[src/rtl/bcd_stopwatch.sv]
// rtl/bcd_stopwatch.sv - BCD SS.cc stopwatch feeding the 4-digit 7-segment display driver
module bcd_stopwatch #(
   parameter int TICK_DIV = 500000,
   parameter int SCAN_DIV = 25000
) (
   input  logic        CLK,
   input  logic        RST_N,
   input  logic        Start_Stop,
   input  logic        Clear,
   input  logic        Lap,
   output logic [15:0] Result,
   output logic        Running,
   output logic        Overflow,
   output logic        Scan
);

   localparam int PW = $clog2(TICK_DIV);
   localparam int SW = (SCAN_DIV > 1) ? $clog2(SCAN_DIV) : 1;

   typedef enum logic [1:0] {
      IDLE = 2'd0,
      RUN  = 2'd1,
      STOP = 2'd2,
      FULL = 2'd3
   } state_t;

   state_t          r_state;
   state_t          w_state_nxt;
   logic [2:0]      r_sync1;
   logic [2:0]      r_sync2;
   logic [2:0]      r_prev;
   logic [2:0]      w_edge;
   logic            w_start;
   logic            w_clear;
   logic            w_lap;
   logic [PW-1:0]   r_presc;
   logic [PW-1:0]   w_presc_nxt;
   logic            w_tick;
   logic [15:0]     r_count;
   logic [15:0]     w_count_nxt;
   logic [15:0]     r_snap;
   logic [15:0]     w_snap_nxt;
   logic            r_freeze;
   logic            w_freeze_nxt;
   logic [15:0]     r_result;
   logic            r_running;
   logic            r_overflow;
   logic [SW-1:0]   r_scan_cnt;
   logic            r_scan;

   // Ripple-carry BCD increment: every digit 9 wraps to 0 and carries on in the same cycle
   function automatic logic [15:0] bcd_inc(input logic [15:0] v);
      logic [15:0] res;
      logic        carry;
      res   = v;
      carry = 1'b1;
      for (int i = 0; i < 4; i++) begin
         if (carry) begin
            if (v[4*i +: 4] >= 4'd9) begin
               res[4*i +: 4] = 4'd0;
            end else begin
               res[4*i +: 4] = v[4*i +: 4] + 4'd1;
               carry         = 1'b0;
            end
         end
      end
      return res;
   endfunction

   // Buttons: two-flop synchronizer followed by a previous-value flop for rising-edge detection
   always_ff @(posedge CLK or negedge RST_N) begin
      if (!RST_N) begin
         r_sync1 <= 3'b000;
         r_sync2 <= 3'b000;
         r_prev  <= 3'b000;
      end else begin
         r_sync1 <= {Lap, Clear, Start_Stop};
         r_sync2 <= r_sync1;
         r_prev  <= r_sync2;
      end
   end

   assign w_edge  = r_sync2 & ~r_prev;
   assign w_start = w_edge[0];
   assign w_clear = w_edge[1];
   assign w_lap   = w_edge[2];
   assign w_tick  = (r_state == RUN) && (r_presc == PW'(TICK_DIV - 1));

   // State, count, prescaler and freeze registers
   always_ff @(posedge CLK or negedge RST_N) begin
      if (!RST_N) begin
         r_state    <= IDLE;
         r_presc    <= '0;
         r_count    <= 16'h0000;
         r_snap     <= 16'h0000;
         r_freeze   <= 1'b0;
         r_result   <= 16'h0000;
         r_running  <= 1'b0;
         r_overflow <= 1'b0;
      end else begin
         r_state    <= w_state_nxt;
         r_presc    <= w_presc_nxt;
         r_count    <= w_count_nxt;
         r_snap     <= w_snap_nxt;
         r_freeze   <= w_freeze_nxt;
         r_result   <= w_freeze_nxt ? w_snap_nxt : w_count_nxt;
         r_running  <= (w_state_nxt == RUN);
         r_overflow <= (w_state_nxt == FULL);
      end
   end

   // Next-state logic; within a cycle clear outranks start, which outranks lap
   always_comb begin
      w_state_nxt  = r_state;
      w_presc_nxt  = r_presc;
      w_count_nxt  = r_count;
      w_snap_nxt   = r_snap;
      w_freeze_nxt = r_freeze;
      case (r_state)
         IDLE: begin
            if (w_start) begin
               w_state_nxt = RUN;
            end
         end
         RUN: begin
            w_presc_nxt = w_tick ? '0 : r_presc + PW'(1);
            if (w_tick) begin
               w_count_nxt = bcd_inc(r_count);
            end
            if (w_tick && (r_count == 16'h9998)) begin
               w_state_nxt  = FULL;
               w_freeze_nxt = 1'b0;
            end else if (w_start) begin
               w_state_nxt = STOP;
            end else if (w_lap) begin
               w_freeze_nxt = ~r_freeze;
               if (!r_freeze) begin
                  w_snap_nxt = r_count;
               end
            end
         end
         STOP: begin
            if (w_clear) begin
               w_state_nxt  = IDLE;
               w_count_nxt  = 16'h0000;
               w_presc_nxt  = '0;
               w_freeze_nxt = 1'b0;
            end else if (w_start) begin
               w_state_nxt = RUN;
            end else if (w_lap) begin
               w_freeze_nxt = 1'b0;
            end
         end
         FULL: begin
            if (w_clear) begin
               w_state_nxt  = IDLE;
               w_count_nxt  = 16'h0000;
               w_presc_nxt  = '0;
               w_freeze_nxt = 1'b0;
            end
         end
         default: begin
            w_state_nxt = IDLE;
         end
      endcase
   end

   // Free-running digit-select square wave, toggled every SCAN_DIV cycles
   always_ff @(posedge CLK or negedge RST_N) begin
      if (!RST_N) begin
         r_scan_cnt <= '0;
         r_scan     <= 1'b0;
      end else if (r_scan_cnt == SW'(SCAN_DIV - 1)) begin
         r_scan_cnt <= '0;
         r_scan     <= ~r_scan;
      end else begin
         r_scan_cnt <= r_scan_cnt + SW'(1);
      end
   end

   assign Result   = r_result;
   assign Running  = r_running;
   assign Overflow = r_overflow;
   assign Scan     = r_scan;

endmodule

[config.mk]
export PLATFORM = sky130hd
export DESIGN_NAME = bcd_stopwatch
export DESIGN_NICKNAME = d
export VERILOG_FILES = /design/src/rtl/bcd_stopwatch.sv
export SDC_FILE = /design/constraint.sdc
export NUM_CORES = 1
export LEC_CHECK = 0
export CELL_PAD_IN_SITES_DETAIL_PLACEMENT = 0
export CELL_PAD_IN_SITES_GLOBAL_PLACEMENT = 1
export CORE_MARGIN = 2
export CORE_UTILIZATION = 43
export DETAILED_ROUTE_END_ITERATION = 12
export PLACE_DENSITY_LB_ADDON = 0.1
export SYNTH_ARGS = -nofsm -noshare
export SYNTH_HDL_FRONTEND = slang
export SYNTH_SLANG_ARGS = --single-unit
[constraint.sdc]
create_clock -name CLK -period 2.6 [get_ports CLK]
set_input_delay 0.39 -clock CLK [delete_from_list [all_inputs] [get_ports CLK]]
set_output_delay 0.39 -clock CLK [all_outputs]
set_load 0.005 [all_outputs]
After elaboration in Yosys (flattened, before gate mapping)
Index checks and enable logic that the tools add are counted.
{"block": "totals", "in_bits": 5, "word_cells": 87, "regBits": 97}
{"block": "classes", "muxes": 45, "n_lt_le_gt_ge": 4, "bitwise_logic": 4, "n_reduce_logical": 6, "addsub": 6, "n_eq_ne": 9}
{"cell": "16-bit two-way mux", "n": 8}
{"cell": "19-bit two-way mux", "n": 2}
{"cell": "19-bit case mux with 2 select lines", "n": 1}
{"cell": "16-bit case mux with 2 select lines", "n": 1}
{"cell": "4-bit two-way mux", "n": 7}
{"cell": "19-bit by 1-bit adder with 19-bit output (second input constant)", "n": 1}
{"cell": "19-bit == test (second input constant)", "n": 1}
{"cell": "1-bit two-way mux", "n": 18}
{"cell": "4-bit by 1-bit adder with 4-bit output (second input constant)", "n": 4}
{"cell": "16-bit == test (second input constant)", "n": 1}
{"cell": "4-bit greater-or-equal comparator (second input constant)", "n": 4}
{"cell": "15-bit by 1-bit adder with 15-bit output (second input constant)", "n": 1}
{"cell": "15-bit == test (second input constant)", "n": 1}
{"cell": "15-bit two-way mux", "n": 1}
{"cell": "2-bit two-way mux", "n": 5}
{"cell": "2-bit case mux with 4 select lines", "n": 1}
{"cell": "2-bit == test (second input constant)", "n": 3}
{"cell": "2-bit by 1-bit == test with 1-bit output (second input constant)", "n": 2}
{"cell": "3-bit AND", "n": 1}
{"cell": "3-bit inverter", "n": 1}
{"cell": "1-bit case mux with 3 select lines", "n": 1}
{"cell": "1-bit logical AND", "n": 2}
{"cell": "2-bit logical NOT", "n": 1}
{"cell": "2-bit by 1-bit inequality test with 1-bit output (second input constant)", "n": 1}
{"cell": "4 further kinds", "n": 5}

Logic depth before layout (Yosys ltp)
{"block": "logic_depth", "ltp_word": 14, "depth_mapped": 9}

Worst setup path before layout
OpenSTA, ideal clock, no wires.
{"block": "synth_timing", "path_type": "reg-to-reg", "start": "reg r_presc[0]", "end": "reg r_result[12] (netlist: Result[12])", "stages_incl_launch_ff": 10, "path_buffers": 2, "setup_slack_ns": 0.057, "t_required_ns": 2.475, "arrival_ns": 2.419, "period_less_slack_ns": 2.543, "cell_sequence": "dfrtp_1 ha_1 and4_1 and3_1 clkbuf_1 nand4_1 nand3_1 buf_2 mux2_2 mux2_2"}
{"block": "synth_between", "elab_chain_len": 6}
{"element": "start: declaration", "line": "36", "rtl": "logic [PW-1:0] r_presc;"}
{"element": "start signal: assignment", "line": "102", "rtl": "r_presc <= w_presc_nxt;"}
{"element": "19-bit == test", "line": "87", "rtl": "assign w_tick = (r_state == RUN) && (r_presc == PW'(TICK_DIV - 1));"}
{"element": "1-bit logical AND", "line": "87"}
{"element": "1-bit logical AND", "line": "130", "rtl": "if (w_tick && (r_count == 16'h9998)) begin"}
{"element": "16-bit two-way mux", "line": "130"}
{"element": "16-bit two-way mux", "line": "119", "rtl": "case (r_state)"}
{"element": "via w_snap_nxt[12]", "line": "42", "rtl": "logic [15:0] w_snap_nxt;"}
{"element": "16-bit two-way mux", "line": "106", "rtl": "r_result <= w_freeze_nxt ? w_snap_nxt : w_count_nxt;"}
{"element": "end signal: assignment", "line": "106"}
{"element": "end: declaration", "line": "45", "rtl": "logic [15:0] r_result;"}
The timed path passes the listed nets, and every way through them passes these cells.
A chain may end at the register's enable or synchronous reset.

Final worst setup path
{"block": "layout_timing", "start": "reg r_presc[5]", "end": "reg r_result[15] (netlist: Result[15])"}
{"element": "19-bit == test", "line": "87"}
{"element": "1-bit logical AND", "line": "87"}
{"element": "16-bit two-way mux", "line": "127", "rtl": "if (w_tick) begin"}
{"element": "16-bit case mux with 2 select lines", "line": "119"}
{"element": "via w_count_nxt[15]", "line": "40", "rtl": "logic [15:0] w_count_nxt;"}
{"element": "16-bit two-way mux", "line": "106"}
The timed path passes the listed nets, and every way through them passes these cells.

==> flow_metrics.env <==
export IMPL_cell_int_power_mw=2.30
export IMPL_power_density_nw_per_um2=644
export IMPL_p_sw_mw=1.16
export IMPL_wl_met2_um=4510
export IMPL_io_pins=24
export IMPL_power_clock_fraction_pct=26.4
export IMPL_vias_per_cell=5.48
export IMPL_cts_htree_levels=3
export IMPL_syn_mean_instance_area_sq_um=10.7
export IMPL_all_layer_global_routing_usage_pct=18.6
export IMPL_ys_warnings_count=0
export IMPL_critPathArrivalTime_ps=2760
export IMPL_pin_count_of_the_biggest_net_entering_global_routing=68
export IMPL_drt_iter0_drc=102
export IMPL_final_setup_tns_ps=0
export IMPL_slew_violations=0
export IMPL_slew_headroom_pct=61.8
export IMPL_vias=3385
export IMPL_finalWorstPathRequiredPeriod_ps=2450
export IMPL_postSynthRegisterBits=97
export IMPL_synth_sequential_area_ratio_pct=52.8
export IMPL_cts_buffers_inserted=9
export IMPL_antenna_left=0
export IMPL_setup_violations=0
export IMPL_routabilityCongestion=0.785
export IMPL_hold_path_class="register to register"
export IMPL_mappedNetlistNets=449
export IMPL_cts_max_path_buffers=2
export IMPL_syn_area_sq_um=4590
export IMPL_power_share_switching_pct=33.5
export IMPL_max_vdd_ir_drop_v=0.000282
export IMPL_area_growth_syn_to_layout_pct=16.9
export IMPL_clockRootBuffer="clkbuf_8"
export IMPL_placementRows=37
export IMPL_final_setup_worst_slack_ps=152
export IMPL_crit_path_max_fanout=9
export IMPL_worst_skew_pair_late_latency_ps=370
export IMPL_post_place_ws_ps=116
export IMPL_routed_wire_length_per_instance_um=15.7
export IMPL_drt_pre_antenna_iters=5
export IMPL_worst_pin_slew_ps=570
export IMPL_net_count_of_the_finished_layout=498
export IMPL_cts_reportedPaths_clkPinSlew_ps=90
export IMPL_insertedDiodeCount=0
export IMPL_maxClockFrequency_mhz=409
export IMPL_combinationalPowerShare_pct=26.1
export IMPL_clk_sinks=97
export IMPL_hpwl_um=6870
export IMPL_synthCells=429
export IMPL_pwr_share_seq_pct=47.5
export IMPL_synth_enable_flop_cells=0
export IMPL_critPathLaunchType="register"
export IMPL_routed_top_layer="met4"
export IMPL_number_of_max_cap_violations=0
export IMPL_clock_skew_ps=9.96
export IMPL_die_boundary_width_um=107
export IMPL_fraction_of_final_layout_cells_sized_beyond_drive_strength_1_pct=17.2
export IMPL_grt_pass1_wl_um=16700
export IMPL_via_count_of_the_first_global_routing_pass=3360
export IMPL_detail_route_wirelength_um=9680
export IMPL_wl_met3_um=342
export IMPL_grt_setup_unrepaired="false"
export IMPL_outcome="complete, no violations"
export IMPL_cts_tree="built"
export IMPL_io_buffers=23
export IMPL_start_util_pct=44.3
export IMPL_timing_final_crit_share_pct=94.1
export IMPL_critical_path_class="register to register"
export IMPL_grt_overflow_total=0
export IMPL_worst_endpoint_required_ps=2910
export IMPL_final_fill_count=950
export IMPL_dieHeight_um=107
export IMPL_synth_top_flop_cell="dfrtp_1"
export IMPL_endpoint_kind="register"
export IMPL_ys_types=58
export IMPL_route_detailed_drc=0
export IMPL_core_area_sq_um=10400
export IMPL_floorplan_die_area_sq_um=11500
export IMPL_antenna_found_initial=0
export IMPL_leakagePower_nw=2.45
export IMPL_m1WireLength_um=4690
export IMPL_ys_async_sr_fraction_pct=100
export IMPL_hold_violations=0
## what timing repair did
action	CTS	global route
buffers inserted	0	0
hold buffers	1	0
endpoints found under the setup margin	0	12
endpoints found under the hold margin	30	0
gates resized for setup	0	1
## placed cells by master, fill, tap and decap left out, types with 5 or more instances in the layout
cell             netlist  layout
clkdlybuf4s50_1        0      22
nand4_1                8       8
inv_1                 13      13
mux2_2                27      27
o31ai_1               11      11
a31oi_1                5       5
o21ai_0               36      36
nor3_1                11      11
clkbuf_8               0      10
a21oi_1                6       6
buf_4                  0      27
ha_1                  15      15
dfrtp_1               97      97
nor2_1                28      28
and3_1                 8       8
nand2b_1               5       5
nand2_1               37      37
and2_1                 6       6
xor2_1                11      11
xnor2_1                7       7
nand3_1               28      28
## final timing paths
path	slack, ps	to	cells after the start	start
hold / removal	360	r_sync2[0]$_DFF_PN0_	0	r_sync1[0]$_DFF_PN0_
setup / recovery	150	Result[15]$_DFF_PN0_	7	r_presc[5]$_DFFE_PN0P_
hold reg to reg	360	r_sync2[0]$_DFF_PN0_	0	r_sync1[0]$_DFF_PN0_
min in group asynchronous	480	r_snap[6]$_DFF_PN0_	2	RST_N
max in group asynchronous	1420	r_count[3]$_DFF_PN0_	3	RST_N
setup reg to reg	150	Result[15]$_DFF_PN0_	7	r_presc[5]$_DFFE_PN0P_
## per-layer routing
metal | up-vias | track usage, %
met3 | 10 | 2.78
met4 | 0 | 6.87
met2 | 52 | 29.7
met1 | 1681 | 25.7
met5 | - | 0
li1 | 1642 | -
## state kept, by name, indices dropped and copies added, names as in the netlist
register / count
r_presc: 19
Result: 16
r_count: 16
r_snap: 16
r_scan_cnt: 15
r_prev: 3
r_sync1: 3
r_sync2: 3
r_state: 2
Overflow: 1
Running: 1
Scan: 1
r_freeze: 1
## synth_stat cells, drive strengths merged (2+ instances only)
| cell type | count | share of area, % |
|---|---|---|
| dfrtp | 97 | 53 |
| nand2 | 37 | 3.0 |
| o21ai | 37 | 4.0 |
| mux2 | 28 | 6.9 |
| nand3 | 28 | 3.1 |
| nor2 | 28 | 2.3 |
| ha | 15 | 4.1 |
| inv | 14 | 1.1 |
| nor3 | 12 | 1.4 |
| o31ai | 11 | 1.8 |
| xor2 | 11 | 2.1 |
| clkbuf | 9 | 0.74 |
| and3 | 8 | 1.1 |
| nand4 | 8 | 1.1 |
| xnor2 | 7 | 1.3 |
| a21oi | 6 | 0.65 |
| and2 | 6 | 0.82 |
| buf | 6 | 0.76 |
| a31oi | 5 | 0.68 |
| nand2b | 5 | 0.68 |
| nor4 | 5 | 1.0 |
| nand4b | 4 | 0.76 |
| nor2b | 4 | 0.54 |
| and4 | 3 | 0.57 |
| a211oi | 2 | 0.33 |
| a21o | 2 | 0.33 |
| a311oi | 2 | 0.52 |
| a32o | 2 | 0.44 |
| a41oi | 2 | 0.38 |
| nor4b | 2 | 0.38 |
| nor4bb | 2 | 0.44 |
| o211ai | 2 | 0.33 |
| or2 | 2 | 0.27 |
| or3b | 2 | 0.38 |
## worst max-delay path, cell delays in order (launching register included)
cell      delay [ps]
dfrtp_1          380
or4b_4           570
or2_0            380
nor4_4           300
buf_4            200
a31oi_1          110
a311oi_2         290
mux2_1           170
## power groups by stage
| stage | Sequential [mW] | Clock [mW] | Combinational [mW] |
|---|---|---|---|
| after floorplan | 1.65 | 0 | 0.538 |
| after global placement | 1.67 | 0 | 0.913 |
| after detailed placement | 1.67 | 0 | 0.909 |
| after CTS | 1.64 | 0.945 | 0.913 |
| after global routing | 1.66 | 1.02 | 0.992 |
| final | 1.64 | 0.912 | 0.902 |
## cells by family after synthesis
logic type	synth area share, %
flip-flops	52.8
buffers and inverters	2.64
adder cells (fa/ha/maj)	4.08
AND/OR/NAND/NOR	18.4
XOR/XNOR	3.43
AO/OA/AOI/OAI	11.5
multiplexers	7.08
## final cells by class
type / count / area [sq um] / share of cell area [%]
clock inverter: 5 / 38.8 / 0.722
clock buffer: 10 / 138 / 2.56
timing repair buffer: 53 / 493 / 9.18
sequential: 97 / 2430 / 45.2
multi-input combinational: 303 / 2050 / 38.2
tap: 136 / 170 / 3.17
inverter: 14 / 52.6 / 0.978
## per-stage QoR
step | cells | power (mW) | instance area (sq um) | utilization (%) | hold slack, ps
6_report | 618 | 3.46 | 5370 | 51.8 | 357
5_1_grt | 618 | 3.66 | 5370 | 51.8 | 363
4_1_cts | 618 | 3.50 | 5370 | 51.7 | 358
3_5_place_dp | 602 | 2.58 | 5180 | 49.9 | 337
3_3_place_gp | 602 | 2.58 | 5180 | 49.9 | 335
2_1_floorplan | 429 | 2.18 | 4590 | - | 94.4
No activity file was read; power rests on OpenSTA's default activity.
==> patch: new RTL, same flow settings <==
The parameter `SCAN_DIV` goes from 25000 to 100000.
--- a/src/rtl/bcd_stopwatch.sv
+++ b/src/rtl/bcd_stopwatch.sv
@@ -3,3 +3,3 @@
    parameter int TICK_DIV = 500000,
-   parameter int SCAN_DIV = 25000
+   parameter int SCAN_DIV = 100000
 ) (
Check against the original RTL: no difference found for any inputs over 10 cycles, from zero or initial values and one cycle with RST_N low; that may be too few to reach the edited logic, so the function may still have changed.
==> patch against the original RTL <==
  * Critical endpoint is now Result[6]
  * Final cell count increased by 1.6%
  * Global-route usage up 0.69 points
  * Synthesized area increased by 3.2%
  * Largest cell class unchanged
  * Power grew 11%
  * Design area increased by 3.1%
  * Worst setup slack gained 0.074 ns
  * Routed wire length rose by 3.4%
  * Via count increased by 1.3%
  * Die area grew 3.1%
  * Sequential cell count is 2 higher
==> patch: results <==
{
  "max_clock_buf_depth": 2,
  "peakVddDrop_mv": 0.4687,
  "crit_fanout": 21,
  "weighted_congestion_reported_at_the_end_of_routability_driven_placement": 0.8382,
  "status": "completed",
  "layout_top_registers": "r_presc: 19 flops, r_scan_cnt: 17 flops",
  "filler_cell_count": 1011,
  "pd_cells_nw_per_um2": 691.1,
  "dp_worst_setup_slack_ns": 0.2018,
  "clk_pin_slew_ns": 0.10,
  "maxSlewHeadroom_pct": 50.06,
  "root_buffer": "sky130_fd_sc_hd__clkbuf_8",
  "finClkSkew_ns": 0.01597,
  "cts_inserted_buffers": 9,
  "clk_latency_ns": 0.39,
  "gr-usage-all-layers_pct": 19.24,
  "tns_ns": 0,
  "synth_common_cells": "sky130_fd_sc_hd__dfrtp_1 (99), sky130_fd_sc_hd__nand2_1 (46), sky130_fd_sc_hd__nor2_1 (38), sky130_fd_sc_hd__o21ai_0 (22), sky130_fd_sc_hd__mux2_2 (21)",
  "drive_gt1_share_pct": 14.75,
  "yosys_warnings": 0,
  "diodes": 0,
  "post-dp-hpwl_mm": 7.138,
  "finalNetCount": 503,
  "antenna_violations_before_repair": 0,
  "timing.final.setup_violations": 0,
  "post_synth_num_cell_types": 60,
  "crit_arrival_ns": 2.64,
  "synth-async-reset-ratio_pct": 100.0,
  "drt-pass1-iter-count": 6,
  "synth.net_count": 459,
  "grt_start_max_net_pins": 53,
  "synth-seq-area-share_pct": 52.26,
  "number_of_global_route_vias_before_repair": 3513,
  "drtIter0Drc": 124,
  "htreeDepth": 3,
  "detailroute.via_count": 3429,
  "hold_path_class": "input pin to async pin",
  "grt_first_pass_wirelength_mm": 17.48,
  "port_buffers": 23,
  "p_leak_uw": 0.002560,
  "synth_top_cells_by_area": "sky130_fd_sc_hd__dfrtp_1 (52%), sky130_fd_sc_hd__mux2_2 (5.0%), sky130_fd_sc_hd__ha_1 (4.0%)",
  "post_drt_wl_per_cell_um": 15.94,
  "synth_top_flop_cell": "sky130_fd_sc_hd__dfrtp_1",
  "drc": 0
}
## patch: final cells by class
class	instances	area (um2)	area share, %
flip-flops and latches	99	2477	44.73
multi-input cells	316	2163	39.06
repair buffers	45	417.9	7.545
well taps	140	175.2	3.162
clock buffers	12	165.2	2.982
clock inverters	4	95.09	1.717
inverters	12	45.04	0.8132
## patch: through the flow
stage          std cells  power (uW)  hold slack, ns  area (um2)
2_1_floorplan        439        2240         0.09441        4741
3_5_place_dp         612        2617          0.3434        5274
6_report             628        3828         0.03876        5539
4_1_cts              628        3890         0.04692        5534
3_3_place_gp         612        2612          0.3330        5274
5_1_grt              628        4047         0.07646        5539
## patch: path summary, 6_finish.rpt
| path | startpoint | endpoint | slack [ns] | cells after the start |
|---|---|---|---|---|
| worst max-delay path | r_presc[0] | Result[6] | 0.23 | 8 |
| worst min-delay path | RST_N | r_sync1[1] | 0.04 | 1 |
| worst max register to register | r_presc[0] | Result[6] | 0.23 | 8 |
| worst min register to register | r_sync1[1] | r_sync2[1] | 0.37 | 0 |
| max in group asynchronous | RST_N | r_presc[13] | 1.89 | 2 |
| min in group CLK | r_sync1[1] | r_sync2[1] | 0.37 | 0 |
## patch: power by group
part | total, uW | switching, uW | internal [uW] | leakage (uW)
Combinational | 890 | 533 | 356 | 0.00109
Clock | 1250 | 536 | 717 | 0.000133
Sequential | 1690 | 67.4 | 1620 | 0.00133
Total | 3830 | 1140 | 2690 | 0.00256
## patch: cell families after synthesis
family | synth area share (%)
fa+ha+maj | 3.959
compound gates | 9.739
xor+xnor | 4.249
flops | 52.26
mux | 6.598
simple gates | 20.98
buf+inv | 2.217
## patch: worst max-delay path, stage by stage (launching register included)
cell and delay [ns]:
sky130_fd_sc_hd__dfrtp_1 0.44, sky130_fd_sc_hd__ha_1 0.22, sky130_fd_sc_hd__and4_1 0.23, sky130_fd_sc_hd__and4_1 0.26
sky130_fd_sc_hd__a31oi_2 0.20, sky130_fd_sc_hd__nand2_1 0.12, sky130_fd_sc_hd__buf_12 0.19, sky130_fd_sc_hd__mux2_4 0.30
sky130_fd_sc_hd__mux2_1 0.28
## patch: per-layer routing
metal	global-route usage, %	routed length, um
met2	30.39	4742
met1	25.43	4660
met5	0	0
met3	5.798	415
met4	6.136	193
## patch: repair_timing
| action | CTS | global route |
|---|---|---|
| gates resized for setup | 0 | 1 |
| setup buffers | 0 | 0 |
| hold endpoints to repair | 0 | 0 |
| setup endpoints to repair | 0 | 3 |
